### config.mk
export PLATFORM = sky130hd
export DESIGN_NAME = simon_engine
export DESIGN_NICKNAME = d
export VERILOG_FILES = /design/src/rtl/simon_engine.sv
export SDC_FILE = /design/constraint.sdc
export NUM_CORES = 1
export LEC_CHECK = 0
export ABC_CLOCK_PERIOD_IN_PS = 3200
export BUFFER_PORTS_ARGS = -buffer_cell sky130_fd_sc_hd__buf_2
export CAP_MARGIN = 30
export CORE_ASPECT_RATIO = 0.9
export CORE_UTILIZATION = 30
export DETAILED_ROUTE_END_ITERATION = 16
export SYNTH_ARGS = -nofsm -noshare
export SYNTH_HDL_FRONTEND = slang
export SYNTH_SLANG_ARGS = --single-unit
### constraint.sdc
create_clock -name clk -period 3.2 [get_ports clk]
set_input_delay 0.16 -clock clk [delete_from_list [all_inputs] [get_ports clk]]
set_output_delay 0.16 -clock clk [all_outputs]
set_load 0.05 [all_outputs]
### src/rtl/simon_engine.sv
// Simon memory game engine: grows a random colour sequence by one step per
// round, replays it on the LEDs, then checks the player's button presses.
//
// Handshake: rnd_en is a one-cycle advance strobe raised only while a new
// colour is appended; the colour is taken from rnd_idx[1:0] in that same
// cycle. There is no ready path back from the reader.
module simon_engine #(
  parameter int MAX_LEN        = 16,
  parameter int SHOW_CYCLES    = 8,
  parameter int GAP_CYCLES     = 4,
  parameter int TIMEOUT_CYCLES = 64
) (
  input  logic        clk,
  input  logic        rst,
  input  logic        start,
  input  logic [11:0] rnd_idx,
  output logic        rnd_en,
  input  logic [3:0]  btn,
  output logic [3:0]  led,
  output logic [4:0]  level,
  output logic        busy,
  output logic        game_over,
  output logic        win
);

  localparam int CNT_MAX = (SHOW_CYCLES > GAP_CYCLES) ? SHOW_CYCLES : GAP_CYCLES;
  localparam int CW      = $clog2(CNT_MAX + 1);
  localparam int TW      = $clog2(TIMEOUT_CYCLES + 1);

  localparam logic [CW-1:0] SHOW_LAST = CW'(SHOW_CYCLES - 1);
  localparam logic [CW-1:0] GAP_LAST  = CW'(GAP_CYCLES - 1);
  localparam logic [TW-1:0] TO_LAST   = TW'(TIMEOUT_CYCLES - 1);
  localparam logic [4:0]    LEN_MAX   = 5'(MAX_LEN);

  typedef enum logic [2:0] {
    S_IDLE, S_ADD, S_SHOW_ON, S_SHOW_OFF, S_INPUT, S_LOSE, S_WIN
  } state_t;

  state_t        state, state_n;
  // Sized to the full 5-bit pointer range so every pointer value indexes
  // cleanly; only the first MAX_LEN entries are ever written.
  logic [1:0]    seq [32];
  logic [4:0]    play_ptr, in_ptr;
  logic [CW-1:0] cnt;
  logic [TW-1:0] timer;

  logic [4:0] last_idx;
  logic [3:0] exp_btn;
  logic       show_done, gap_done, show_last, in_last, timed_out, press_ok;
  logic       unused_rnd;

  assign unused_rnd = ^rnd_idx[11:2];
  assign last_idx   = level - 5'd1;
  assign exp_btn    = 4'b0001 << seq[in_ptr];
  assign show_done  = (cnt == SHOW_LAST);
  assign gap_done   = (cnt == GAP_LAST);
  assign show_last  = (play_ptr == last_idx);
  assign in_last    = (in_ptr == last_idx);
  assign timed_out  = (timer == TO_LAST);
  assign press_ok   = (btn == exp_btn);

  // State register
  always_ff @(posedge clk) begin
    if (rst) state <= S_IDLE;
    else     state <= state_n;
  end

  // Next-state decode and state-derived outputs
  always_comb begin
    state_n = state;
    rnd_en  = 1'b0;
    led     = 4'b0000;
    busy    = 1'b0;
    case (state)
      S_IDLE, S_LOSE, S_WIN: begin
        if (start) state_n = S_ADD;
      end
      S_ADD: begin
        rnd_en  = 1'b1;
        busy    = 1'b1;
        state_n = S_SHOW_ON;
      end
      S_SHOW_ON: begin
        busy = 1'b1;
        led  = 4'b0001 << seq[play_ptr];
        if (show_done) state_n = S_SHOW_OFF;
      end
      S_SHOW_OFF: begin
        busy = 1'b1;
        if (gap_done) state_n = show_last ? S_INPUT : S_SHOW_ON;
      end
      S_INPUT: begin
        busy = 1'b1;
        if (btn == 4'b0000) begin
          if (timed_out) state_n = S_LOSE;
        end else if (!$onehot(btn) || !press_ok) begin
          state_n = S_LOSE;
        end else if (in_last) begin
          state_n = (level == LEN_MAX) ? S_WIN : S_ADD;
        end
      end
      default: state_n = S_IDLE;
    endcase
  end

  // Level, pointers, timers and sticky result flags
  always_ff @(posedge clk) begin
    if (rst) begin
      level     <= '0;
      play_ptr  <= '0;
      in_ptr    <= '0;
      cnt       <= '0;
      timer     <= '0;
      game_over <= 1'b0;
      win       <= 1'b0;
    end else begin
      game_over <= (state_n == S_LOSE);
      win       <= (state_n == S_WIN);
      case (state)
        S_IDLE, S_LOSE, S_WIN: begin
          if (start) level <= '0;
        end
        S_ADD: begin
          level    <= level + 5'd1;
          play_ptr <= '0;
          cnt      <= '0;
        end
        S_SHOW_ON: begin
          cnt <= show_done ? '0 : cnt + 1'b1;
        end
        S_SHOW_OFF: begin
          if (gap_done) begin
            cnt <= '0;
            if (show_last) begin
              in_ptr <= '0;
              timer  <= '0;
            end else begin
              play_ptr <= play_ptr + 5'd1;
            end
          end else begin
            cnt <= cnt + 1'b1;
          end
        end
        S_INPUT: begin
          if (btn == 4'b0000) begin
            if (!timed_out) timer <= timer + 1'b1;
          end else if ($onehot(btn) && press_ok && !in_last) begin
            in_ptr <= in_ptr + 5'd1;
            timer  <= '0;
          end
        end
        default: ;
      endcase
    end
  end

  // Sequence storage: only appended in ADD, never cleared
  always_ff @(posedge clk) begin
    if (!rst && state == S_ADD) seq[level] <= rnd_idx[1:0];
  end

endmodule

* Word-level counts from Yosys, hierarchy flattened *
Memories as Yosys holds them, arrays and structs flattened. A register that Yosys moved wholly into a read port is not among the register bits.
Cells that the tools add are included.

word-level totals
  register bits after elaboration = 31
  memory bits (writable) = 64
  input port bits = 19
  word-level logic and storage cells = 102
  memories = 1

cells by class
  add/sub/neg operators = 9
  equal/unequal tests = 24
  shifts and indexed selects = 2
  muxes and demuxes = 38
  reduce and logical (&&, ||, !) cells = 20

memory list
  memory  depth  width  rd ports  clocked after Yosys merged registers in  write ports  RTL line  source
  seq     32     2      2         2                                        1            42        logic [1:0] seq [32];

operator list
  kind                 count
  $mux 5               11
  $mux 7               5
  $pmux 5 s2           3
  $mux 3               9
  $add 5x1->5 const B  3
  $eq 3x3->1 const B   5
  $pmux 3 s5           1
  $pmux 7 s2           1
  $mux 4               3
  $ne 2x2->1 const B   6
  $pmux 4 s3           1
  $eq 5x5->1           2
  $reduce_and 5->1     2
  $shl 1x2->4 const A  2
  $add 7x1->7 const B  1
  $eq 7x6->1 const B   1
  $eq 3x1->1 const B   2
  $eq 3x2->1 const B   2
  $ne 3x3->1 const B   2
  $reduce_bool 2->1    3
  $eq 5x5->1 const B   1
  $sub 5x1->5 const B  1
  $add 1x1->2          2
  $add 4x1->4 const B  1
  15 further kinds     23

* Depth between registers and ports, before layout *
  word-level depth = 10
  gate-level depth with buffers = 12

* Least setup slack after synthesis *
OpenSTA, ideal clock, no wires.

  path kind = reg2out
  start = register with a tool-made name
  end = output led[2]
  arrival = 3.190 ns
  required time = 3.040 ns
  path slack = -0.150 ns
  cell stages (with the launch flop) = 8
  cells stage by stage = dfxtp_1 -> clkbuf_1 -> buf_1 -> mux4_2 -> mux4_2 -> mux2i_1 -> nand2_1 -> nor2_1

RTL lines
  what              RTL line  source
  end: declaration  19        output logic [3:0] led,

==> results.md <==
* HPWL Detailed at 9.27 mm
* Buf/Inv on CP at 2
* Number of global-route vias before repair at 3,958
* Most frequent cell after synthesis: nor2_1
* Slew HR at 61.5%
* Clock tree root driver cell: clkbuf_16
* Final core occ at 35.4%
* Via count at approximately 4,000
* Area contributors post-synth: edfxtp_1 (34%), dfxtp_1 (15%), mux4_2 (8.1%), mux2i_1 (6.3%), nor2_1 (4.4%)
* Critical Path AT at 2.81 ns
* Most common cell on crit path: mux4_2
* DIE WIDTH at 146 um
* Clock-pin slew on the worst setup and hold paths at ~0.070 ns
* Worst setup SP type: flip-flop
* Syn Area/Cell at roughly 11 um2
* Min Tclk post-route at 2.97 ns
* Routed wire length per instance at 17.2 um
* Synth unique cells at 58
* R2R depth at 10
* Post-Syn Instances at 496
* Fin crit share at ~93%
* Final Instance Count excl. Fillers at between 700 and 800
* Hold Path Stages at 2
* Nets@finish at 553
* Clock Tree Buf Depth at 2
* CTS Buf Count at 9
* Synth top area share at between 30% and 40%
* Status: finished clean
* N_diodes at 0
* WP depth at 6
* CP cell instances: buf_4, mux4_2, mux4_2, mux2i_1, and3_1, buf_2
* CP max stage delay at 0.57 ns
* Initial antenna violation count at 0
* Fillcell total at ~1,800
* Final hold violation count at 0
* CP Capture Type: primary output
* Synthesis-to-layout area growth at 13.4%
* First-pass GRT wire length at 21.3 mm
* Syn Nets at 528
* Slowest cell on crit path: mux4_2
* Via-per-instance ratio at 5.24
* Post-route ant nets at 0
* Max-cap violations at 0
* I/O pin total at 32
* CP Class: flip-flop to primary output
* Most used DFF post-synth: edfxtp_1
* GP Congestion at 0.839
* DRT Wirelength at 13.2 mm
* Worst Skew at slightly below 0.007 ns
* Final setup violation count at 0
* Die area at 19,200 um2
* Required time worst endpoint at 3.04 ns
* Skew-Pair Late Insertion Delay at ~0.35 ns
* H-tree Lvls at 3
* RSZ-0062 raised after global routing: false
* Final Max Slew Viols at 0
* Detailed Route Iter0 Violations at 319
* Sequential fraction of the synthesis area at 49.1%
* Leakage at around 2.1 nW
* Setup TNS at 0 ns
* Worst setup margin at 0.230 ns
* PD cells at 446 nW/um2
* Post-synth EDFFs at between 60 and 70
* Die Y at about 130 um
* Port buffer count at 21
* Worst Tran Pin Value at 0.578 ns
* Peak supply drop at around 0.24 mV
* Top cells by count, synth: nor2_1 (66), edfxtp_1 (64), dfxtp_1 (41)
* Core area at 17,900 um2
* FFs w/ async S/R, synth at 0%
* Netlist Area Pre-Place at 5590 um2
* Power, Total at 2.83 mW
* Highest clock rate at 0.337 GHz
* Largest net degree at the start of global routing at 34
* Placed Instances at 750
* Starting Density at 31.2%
* Pre-CTS setup slack at 0.129 ns
* FF+latch count, synth at ~110
* CTS tree: built
* Total gr overflow at 0
* GRT Total Usage at 14.2%
* Crit Path Max Fanout at 16
* Kind of cell adding the most delay to the critical path: multiplexers
* Synth warn at 0
* Hold Crit Class: primary input to flip-flop
* Clock Sinks at 105
* Num rows at 46
* TritonRoute pass-1 iters at 7
* Leading area contributor after synthesis: edfxtp_1
* DR DRC count at 0
* Share of post-route cells with drive strength above 1 at 17.1%
[cells in the final DEF, fill, tap and decap left out, drive strengths merged, types with 7 or more instances in the layout]
cell type and n:
mux4 20, nand3 14, nand4 7, xnor2 11, xor2 11, clkbuf 9, buf 39, ha 12
nand2 23, mux2i 35, dfxtp 41, inv 17, nor3 14, edfxtp 64, nand2b 8, a21oi 21
nor2 66, o21ai 11, a22oi 10, a22o 7
[per-layer routing]
metal	part of all wire, %	GRT usage (%)	wire length, um	vias to the layer above
li1	-	-	-	1904
met1	46	18.6	6100	1987
met2	47	23.0	6240	106
met3	4.3	2.92	565	17
met4	2.2	5.20	295	0
met5	0	0	0	-
[registers in the layout (all words and copies together) (netlist names), named ones only]
| signal | count |
|---|---|
| in_ptr | 5 |
| game_over | 1 |
| win | 1 |
| play_ptr | 5 |
| timer | 7 |
| level | 5 |
| cnt | 4 |
| state | 3 |
| seq | 64 |
[final timing paths]
kind	startpoint	to	slack (ns)
setup / recovery	flip-flop	led[0]	0.23
setup reg to reg	flip-flop	in_ptr[4]	0.27
hold / removal	start	level[4]	0.1
hold reg to reg	timer[5]	timer[5]	0.48
[metrics by stage]
step / area, um2 / hold WS, ns
floorplan: 5590 / 0.257
global placement: 6010 / 0.442
detailed placement: 6010 / 0.449
CTS: 6330 / 0.0796
global route: 6340 / 0.119
finish: 6340 / 0.0968
[final cells by class]
| class | instances | area [um2] | share of cell area [%] |
|---|---|---|---|
| timing repair buffer | 39 | 253 | 3.99 |
| tap | 240 | 300 | 4.74 |
| multi-input combinational | 351 | 2660 | 42.0 |
| clock inverter | 7 | 100 | 1.58 |
| sequential | 105 | 2740 | 43.3 |
| clock buffer | 9 | 225 | 3.55 |
| inverter | 15 | 56.3 | 0.888 |
[kinds of logic (layout without fill, tap and decap cells)]
family / after synthesis / count (layout) / synth area share (%)
AND/OR/NAND/NOR: 174 / 174 / 15.4
flip-flops: 105 / 105 / 49.1
AO/OA/AOI/OAI: 85 / 85 / 10.9
multiplexers: 57 / 57 / 14.7
buffers and inverters: 40 / 70 / 3.47
XOR/XNOR: 22 / 22 / 3.45
adder cells (fa/ha/maj): 13 / 13 / 3.04
[what timing repair did]
| action | 4_1_cts | 5_1_grt |
|---|---|---|
| setup endpoints to repair | 0 | 4 |
| resized for setup | 0 | 2 |
| setup buffers | 0 | 0 |
| hold buffers | 0 | 0 |
[report_power, final]
group | total (mW) | leakage, nW | internal, mW | switching, mW
Combinational | 0.172 | 1.04 | 0.0552 | 0.117
Sequential | 1.44 | 0.906 | 1.44 | 0.00695
Clock | 1.21 | 0.156 | 0.695 | 0.519
No activity file was read; power rests on OpenSTA's default activity.
